`src/rtl/writeback_stage_pkg.sv`:
```
// Shared core definitions for the writeback stage: load funct3 encodings,
// load-queue entry layout and the per-cycle writeback source selector.
package writeback_stage_pkg;

  localparam int XLEN = 32;

  localparam logic [2:0] F3_LB  = 3'b000;
  localparam logic [2:0] F3_LH  = 3'b001;
  localparam logic [2:0] F3_LW  = 3'b010;
  localparam logic [2:0] F3_LBU = 3'b100;
  localparam logic [2:0] F3_LHU = 3'b101;

  // Raw load response; formatting is deferred until the entry is dequeued.
  typedef struct packed {
    logic [4:0]      rd;
    logic [XLEN-1:0] rdata;
    logic [1:0]      addr_lo;
    logic [2:0]      funct3;
  } lq_entry_t;

  typedef enum logic [1:0] {
    SEL_IDLE = 2'd0,
    SEL_ALU  = 2'd1,
    SEL_POP  = 2'd2
  } wb_sel_e;

endpackage

```
`src/rtl/wb_load_queue.sv`:
```
// FIFO of pending load responses with occupancy count and a per-entry
// destination-register match vector used for WAW hazard detection.
module wb_load_queue
  import writeback_stage_pkg::*;
#(
  parameter int LQ_DEPTH = 2
) (
  input  logic                        clk,
  input  logic                        rst_n,
  input  logic                        push,
  input  lq_entry_t                   push_entry,
  input  logic                        pop,
  input  logic [4:0]                  query_rd,
  output lq_entry_t                   head,
  output logic [$clog2(LQ_DEPTH):0]   count,
  output logic                        full,
  output logic                        empty,
  output logic [LQ_DEPTH-1:0]         match_vec
);

  localparam int PW = $clog2(LQ_DEPTH);
  localparam int CW = PW + 1;

  lq_entry_t             mem [LQ_DEPTH];
  logic [LQ_DEPTH-1:0]   valid;
  logic [PW-1:0]         wr_ptr;
  logic [PW-1:0]         rd_ptr;

  // Pointers wrap naturally because the depth is a power of two.
  always_ff @(posedge clk or negedge rst_n) begin
    if (!rst_n) begin
      wr_ptr <= '0;
      rd_ptr <= '0;
      count  <= '0;
      valid  <= '0;
    end else begin
      if (pop) begin
        rd_ptr        <= rd_ptr + PW'(1);
        valid[rd_ptr] <= 1'b0;
      end
      // Push after pop so a simultaneous push/pop at full keeps the slot valid.
      if (push) begin
        wr_ptr        <= wr_ptr + PW'(1);
        valid[wr_ptr] <= 1'b1;
      end
      count <= count + CW'(push) - CW'(pop);
    end
  end

  always_ff @(posedge clk) begin
    if (push) begin
      mem[wr_ptr] <= push_entry;
    end
  end

  always_comb begin
    match_vec = '0;
    for (int i = 0; i < LQ_DEPTH; i++) begin
      match_vec[i] = valid[i] && (mem[i].rd == query_rd);
    end
  end

  assign head  = mem[rd_ptr];
  assign full  = (count == CW'(LQ_DEPTH));
  assign empty = (count == '0);

endmodule

```
`src/rtl/writeback_stage.sv`:
```
// Writeback arbitration between the ALU path and queued load responses,
// with load formatting at dequeue and a registered register-file write port.
module writeback_stage
  import writeback_stage_pkg::*;
#(
  parameter int DATA_WIDTH = 32,
  parameter int LQ_DEPTH   = 2
) (
  input  logic                          clk,
  input  logic                          rst_n,
  input  logic                          alu_valid_i,
  input  logic [4:0]                    alu_rd_addr_i,
  input  logic [DATA_WIDTH-1:0]         alu_data_i,
  output logic                          alu_stall_o,
  input  logic                          mem_valid_i,
  output logic                          mem_ready_o,
  input  logic [4:0]                    mem_rd_addr_i,
  input  logic [DATA_WIDTH-1:0]         mem_rdata_i,
  input  logic [1:0]                    mem_addr_lo_i,
  input  logic [2:0]                    mem_funct3_i,
  output logic                          reg_write_o,
  output logic [4:0]                    rd_addr_o,
  output logic [DATA_WIDTH-1:0]         rd_data_o,
  output logic [$clog2(LQ_DEPTH):0]     lq_count_o
);

  function automatic logic [DATA_WIDTH-1:0] format_load(
    input logic [2:0]            f3,
    input logic [1:0]            lo,
    input logic [DATA_WIDTH-1:0] word
  );
    logic [DATA_WIDTH-1:0] shifted;
    logic signed [7:0]     byte_s;
    logic signed [15:0]    half_s;
    logic [DATA_WIDTH-1:0] res;
    shifted = word >> {lo, 3'b000};
    byte_s  = shifted[7:0];
    half_s  = lo[1] ? word[31:16] : word[15:0];
    case (f3)
      F3_LB:   res = DATA_WIDTH'(byte_s);
      F3_LH:   res = DATA_WIDTH'(half_s);
      F3_LBU:  res = DATA_WIDTH'($unsigned(byte_s));
      F3_LHU:  res = DATA_WIDTH'($unsigned(half_s));
      default: res = word;
    endcase
    return res;
  endfunction

  lq_entry_t               push_entry;
  lq_entry_t               head;
  logic                    lq_full;
  logic                    lq_empty;
  logic [LQ_DEPTH-1:0]     match_vec;
  logic                    waw_hit;
  logic                    pop;
  logic                    push;
  wb_sel_e                 sel_p0;
  logic [4:0]              wb_rd_p0;
  logic [DATA_WIDTH-1:0]   wb_data_p0;
  logic                    vld_p1;
  logic [4:0]              rd_p1;
  logic [DATA_WIDTH-1:0]   data_p1;

  assign push_entry.rd      = mem_rd_addr_i;
  assign push_entry.rdata   = mem_rdata_i;
  assign push_entry.addr_lo = mem_addr_lo_i;
  assign push_entry.funct3  = mem_funct3_i;

  wb_load_queue #(
    .LQ_DEPTH (LQ_DEPTH)
  ) u_lq (
    .clk        (clk),
    .rst_n      (rst_n),
    .push       (push),
    .push_entry (push_entry),
    .pop        (pop),
    .query_rd   (alu_rd_addr_i),
    .head       (head),
    .count      (lq_count_o),
    .full       (lq_full),
    .empty      (lq_empty),
    .match_vec  (match_vec)
  );

  // An ALU write to a register still pending in the queue must wait for the
  // older load to retire first.
  assign waw_hit = alu_valid_i && (alu_rd_addr_i != 5'd0) && (|match_vec);

  always_comb begin
    sel_p0 = SEL_IDLE;
    if (lq_full || waw_hit) begin
      sel_p0 = SEL_POP;
    end else if (alu_valid_i) begin
      sel_p0 = SEL_ALU;
    end else if (!lq_empty) begin
      sel_p0 = SEL_POP;
    end
  end

  assign pop         = (sel_p0 == SEL_POP);
  assign mem_ready_o = !lq_full || pop;
  assign push        = mem_valid_i && mem_ready_o;
  assign alu_stall_o = alu_valid_i && (lq_full || waw_hit);

  always_comb begin
    wb_rd_p0   = alu_rd_addr_i;
    wb_data_p0 = alu_data_i;
    if (pop) begin
      wb_rd_p0   = head.rd;
      wb_data_p0 = format_load(head.funct3, head.addr_lo, head.rdata);
    end
  end

  // ---- p0 -> p1: register-file write port ----
  always_ff @(posedge clk or negedge rst_n) begin
    if (!rst_n) begin
      vld_p1  <= 1'b0;
      rd_p1   <= '0;
      data_p1 <= '0;
    end else begin
      vld_p1 <= (sel_p0 != SEL_IDLE) && (wb_rd_p0 != 5'd0);
      if (sel_p0 != SEL_IDLE) begin
        rd_p1   <= wb_rd_p0;
        data_p1 <= wb_data_p0;
      end
    end
  end

  assign reg_write_o = vld_p1;
  assign rd_addr_o   = rd_p1;
  assign rd_data_o   = data_p1;

endmodule

```
`config.mk`:
```
export PLATFORM = sky130hd
export DESIGN_NAME = writeback_stage
export DESIGN_NICKNAME = d
export VERILOG_FILES = /design/src/rtl/writeback_stage_pkg.sv /design/src/rtl/wb_load_queue.sv /design/src/rtl/writeback_stage.sv
export SDC_FILE = /design/constraint.sdc
export NUM_CORES = 1
export LEC_CHECK = 0
export ABC_AREA = 1
export BUFFER_PORTS_ARGS = -buffer_cell sky130_fd_sc_hd__buf_2
export CAP_MARGIN = 30
export CORE_UTILIZATION = 55
export CTS_CLUSTER_SIZE = 30
export DETAILED_ROUTE_END_ITERATION = 7
export PLACE_DENSITY_LB_ADDON = 0.12
export SETUP_SLACK_MARGIN = 0.2
export SLEW_MARGIN = 20
export SYNTH_ARGS = -nofsm -noshare
export SYNTH_HDL_FRONTEND = slang
export SYNTH_SLANG_ARGS = --single-unit
```
`constraint.sdc`:
```
create_clock -name clk -period 5.15 [get_ports clk]
set_input_delay 0.2575 -clock clk [delete_from_list [all_inputs] [get_ports clk]]
set_output_delay 0.2575 -clock clk [all_outputs]
set_load 0.005 [all_outputs]
```
* After elaboration in Yosys (flattened, before gate mapping)
Memory sizes are Yosys's and may differ from the RTL's. Index checks and enable logic that the tools add are counted. Widths: inputs -> output; s select.
Word-level totals: register bits 44, memory bits (writable) 84, logic and storage cells 60, memories 1
Cells by class: add/sub/neg operators 4, order comparisons 4, equal/unequal tests 7, shift-type cells 1, muxes and demuxes 15, bitwise gates (word level) 3, reduce and logical (&&, ||, !) cells 18
Memory list:
- u_lq.mem | words 2, width 42, read ports 3, clocked after memory_dff 0, wr ports 1, line wb_load_queue.sv:24 | lq_entry_t mem [LQ_DEPTH];
Operators with widths (number):
- $pmux 32 s4 | 1
- $mux 32 | 1
- $shr 32x5->8 | 1
- $mux 16 | 1
- $eq 5x5->1 | 2
- $mux 2 | 5
- $reduce_bool 5->1 | 2
- $logic_and 1x1->1 | 9
- $eq 3x3->1 const B | 2
- $mux 5 | 1
- $eq 2x2->1 const B | 2
- $lt 1x2->1 const B | 2
- $mux 1 | 4
- $eq 3x1->1 const B | 1
- $logic_not 3->1 | 1
- $add 1x1->1 const B | 2
- $add 2x1->2 | 1
- $and 2x2->2 | 1
- $demux 1 s1 | 2
- $ge 1x1->1 const B | 2
- $logic_not 2->1 | 1
- $logic_or 1x1->1 | 2
- $not 2->2 | 1
- $or 2x2->2 | 1
- other kinds (4) | 4

* Logic depth before layout (Yosys ltp)
depth in word-level cells 11, gate-level depth with buffers 15

* Hierarchy
From an unflattened synthesis, not the netlist that was laid out.
Unflattened totals: cell total of the unflattened synthesis 669, area total of the unflattened synthesis 6057.1 µm²
Modules (own cells, without submodules):
- wb_load_queue | instances 1, cells an instance 290, area an instance 3519.6 µm², seq. area each 2672.6 µm²
- writeback_stage | instances 1, cells an instance 379, area an instance 2537.4 µm², seq. area each 950.9 µm²

* Worst setup path after synthesis
OpenSTA, ideal clock, no wires.
kind register to register, start reg u_lq.wr_ptr, end mem u_lq.mem[0][0] (netlist bit) (enable), setup time 0.443 ns, data arrival time 2.187 ns, required time 4.707 ns, setup slack 2.520 ns, cell stages (with the launch flop) 2, buffers on the path 0, cell sequence dfrtp_1 > nor2_1
RTL lines:
- start: declaration | line wb_load_queue.sv:26 | logic [PW-1:0] wr_ptr;
- start signal: assignment | line wb_load_queue.sv:43 | wr_ptr <= wr_ptr + PW'(1);
- end: declaration | line wb_load_queue.sv:24
Straight into the memory's write port.

* Worst setup path after layout
start reg u_lq.rd_ptr, end reg data_p1[2] (netlist: rd_data_o[2])
Between the ends: cells in the longest elaborated chain, start to end 4
RTL lines:
- start: declaration | line wb_load_queue.sv:27 | logic [PW-1:0] rd_ptr;
- start signal: assignment | line wb_load_queue.sv:38 | rd_ptr <= rd_ptr + PW'(1);
- $mem_v2 2x42 (*)
- $shr 32x5->8, or another cell as far along | line writeback_stage.sv:36 | shifted = word >> {lo, 3'b000};
- $pmux 32 s4 (*) | line writeback_stage.sv:39 | case (f3)
- $mux 32 (*) | line writeback_stage.sv:108 | if (pop) begin
- end signal: assignment | line writeback_stage.sv:124 | data_p1 <= wb_data_p0;
- end: declaration | line writeback_stage.sv:62 | logic [DATA_WIDTH-1:0] data_p1;
Every way passes the cells marked *; elsewhere a longest branch is shown, timed or not. A chain may end at the register's enable or synchronous reset.

==> results.md <==
* Status: complete, no violations
* Final Hold Violating Endpoints at 0
* Slew HR at 44.73%
* DRT iter0 DRCs at 489
* Fmax at 348.9 MHz
* Vias at 4,925
* Crit path arrival time at 3.26 ns
* HP Start: alu_data_i[0]
* Worst Path Max Fanout at 35
* Fraction of layout cells with a size suffix above 1 at 21.52%
* Worst setup path startpoint: u_lq.rd_ptr$_DFFE_PN0N_
* Drt wl/cell at 16.10 um
* Die Y at 105.2 um
* Main combinational cell family by area after synthesis: simple AND/OR/NAND/NOR gates
* Root Buffer: clkbuf_8
* Top Ports at 125
* Final setup vio count at 0
* RR Startpoint: u_lq.rd_ptr$_DFFE_PN0N_
* Nets at 862
* Htree depth at 4
* RSZ-0062 raised after global routing: false
* Max_cap viols at 0
* Slew @ Worst Pin at 0.8239 ns
* CTS tree: done
* First-pass GRT wire length at 23,840 um
* Clock Latency Late Sink at 0.53 ns
* Fin worst setup slack at 2.284 ns
* Adder-cell share of the synthesized area at 0.4271%
* Period minus WS final at 2.866 ns
* Num CTS Buffers at 17
* Crit path capture type: flop
* Site Rows at 37
* Clock skew at 0.007472 ns
* Core area at 0.01032 mm2
* Clock Sinks at 128
* Die X-Extent at 105.2 um
* Instance count of the mapped netlist at 610
* Power per cell area at 596.0 mW/mm2
* Fraction of synthesized cell area in xor and xnor cells at 0.5979%
* Clock power frac at 24.6%
* Port-buffer cells at 123
* Antenna diodes at 0
* Seq pwr share at 35.3%
* Setup crit start kind: flop
* Net Sw Frac at 38.84%
* CTS clk-pin slew, worst paths at 0.06 ns
* Final WL at 14,910 um
* Pins Over Slew Limit at 0
* ANT nets after route at 0
* Buffer count from post-CTS setup fixing at 0
* Syn nets at 695
* P&R area growth vs syn at 30.11%
* Combinational power share at 40.1%
* Required @ worst endpoint at 5.55 ns
* # fillers at 749
* Max IR drop VDD at 419.1 uV
* Multiplexer share of the synthesized area at 2.392%
* Routed vias/inst at 5.319
* Initial Util at 56.76%
* Post-DP HPWL at 9745 um
* First-pass DRT Iterations at 7
* Number of global-route vias before repair at 4,729
* Pre-CTS WS at 2.350 ns
* Setup CP Type: reg -> reg
* Placer Congestion at 0.8316
* Cell variety after synth at 36
* CTS max path bufs at 2
* P_int at 2.779 mW
* Remaining Overflow, GRT at 0
* Tcrit/Tclk final at 55.66%
* DRC violations left at 0
* Antenna violations before repair at 0
* Avg Inst Size Synth at 9.606 um2
* HP Class: in -> reg
* Register area share after synthesis at 61.84%
* Switching Power at 1.765 mW
* Synth Area in Compound Gates at 9.673%
* Final Util at 73.85%
* YS warnings at 0
* Largest net degree at the start of global routing at 64
* Overall routing resource usage at 28.52%
* Setup_tns at 0 ns
* Fraction of the mapped netlist area in simple logic gates at 20.67%
* Synth Cell Area at 0.005859 mm2
* Die ar. at 0.01107 mm2
* Leak at 3.482 nW
* Flops & latches, synth at 128
sequential cells by signal, summed over array words and instances, names as in the netlist:
register and flops:
u_lq.mem 84, rd_data_o 32, rd_addr_o 5, u_lq.count 2, u_lq.valid 2, reg_write_o 1, u_lq.rd_ptr 1, u_lq.wr_ptr 1
power groups by stage:
stage                     clock [mW]  sequential [mW]  combinational [mW]
final                           1.12             1.60                1.82
after global routing            1.17             1.63                2.04
after CTS                       1.14             1.60                1.80
after detailed placement           0             1.62                1.76
after global placement             0             1.60                1.72
after floorplan                    0             1.60                1.22
cell usage after synthesis:
cell / count / share of area, %
a21boi_0: 1 / 0.13
a21o_1: 15 / 1.9
a21oi_1: 25 / 2.1
a21oi_2: 1 / 0.15
a21oi_4: 1 / 0.28
a31oi_1: 4 / 0.43
buf_2: 11 / 0.94
buf_4: 3 / 0.38
buf_6: 1 / 0.19
clkbuf_1: 15 / 0.96
clkinv_1: 3 / 0.19
conb_1: 1 / 0.064
dfrtp_1: 44 / 19
edfxtp_1: 84 / 43
ha_1: 2 / 0.43
inv_1: 25 / 1.6
inv_2: 1 / 0.064
mux2i_1: 14 / 2.4
nand2_1: 184 / 12
nand2_2: 1 / 0.11
nand3_1: 28 / 2.4
nand4_1: 5 / 0.53
nor2_1: 81 / 5.2
nor2_2: 2 / 0.21
nor3_1: 1 / 0.085
o2111ai_1: 1 / 0.15
o211ai_1: 1 / 0.13
o21ai_0: 35 / 3.0
o21ai_1: 3 / 0.26
o221ai_1: 1 / 0.15
o22ai_1: 9 / 0.96
or2_1: 1 / 0.11
or2_2: 1 / 0.11
or3b_2: 1 / 0.15
xnor2_1: 2 / 0.30
xor2_1: 2 / 0.30
path summary, 6_finish.rpt:
check	slack, ns	cells after the start	to
setup / recovery	2.28	10	rd_data_o[2]$_DFFE_PN0P_
hold / removal	0.03	3	rd_data_o[0]$_DFFE_PN0P_
setup reg to reg	2.28	10	rd_data_o[2]$_DFFE_PN0P_
hold reg to reg	0.47	2	rd_data_o[10]$_DFFE_PN0P_
max in group asynchronous	4.43	3	rd_data_o[23]$_DFFE_PN0P_
min in group asynchronous	0.22	2	rd_addr_o[3]$_DFFE_PN0P_
logic make-up after synthesis:
group | count (synthesis)
xor gates and xnor gates | 4
AOI/OAI and AO/OA | 97
DFF | 128
buffers and inverters | 59
and+or+nand+nor | 305
other | 1
adders and majority gates | 2
muxes | 14
per-stage QoR:
stage	instances	area [um2]	power, mW	hold WS (ns)
after floorplan	610	5859	2.820	-0.03809
after detailed placement	845	6571	3.378	0.2160
after global routing	926	7624	4.844	0.02489
after global placement	844	6551	3.327	0.4454
after CTS	926	7624	4.542	0.007859
final	926	7624	4.544	0.03435
layout by cell type (no fill, tap or decap), types with 25 or more instances in the layout:
cell type      count
dfrtp_1           43
edfxtp_1          84
nand3_1           27
buf_2            123
a21oi_1           25
nand2_1          184
dlygate4sd3_1     49
o21ai_0           35
inv_1             25
nor2_1            80
metal layers:
layer  routed length [um]  GRT usage, %  share of wire (%)
met1                 6606         39.13                 44
met2                 6967         44.97                 47
met3                  909         4.886                6.1
met4                  425         12.58                2.9
met5                    0             0                  0
worst max-delay path, cell delays in order (launching register included):
cell and delay, ns:
dfrtp_2 0.51, inv_2 0.35, nand2_1 0.11, nand2_2 0.19
clkinv_1 0.70, nand2_1 0.34, nand2_1 0.08, inv_1 0.13
o21ai_0 0.13, nand3_1 0.11, nand3_1 0.09
final cells by class:
cell class / count / area (um2) / area share, %
clock buffers: 18 / 417.9 / 5.482
clock inverters: 14 / 143.9 / 1.887
inverters: 29 / 108.9 / 1.428
multi-input cells: 423 / 1994 / 26.16
flip-flops and latches: 128 / 3625 / 47.55
well taps: 136 / 170.2 / 2.232
repair buffers: 178 / 1164 / 15.26
repair_timing:
action,4_1_cts,5_1_grt
resized for setup,0,0
hold endpoints to repair,106,0
hold buffers,49,0
Power figures use the tool's default switching activity.
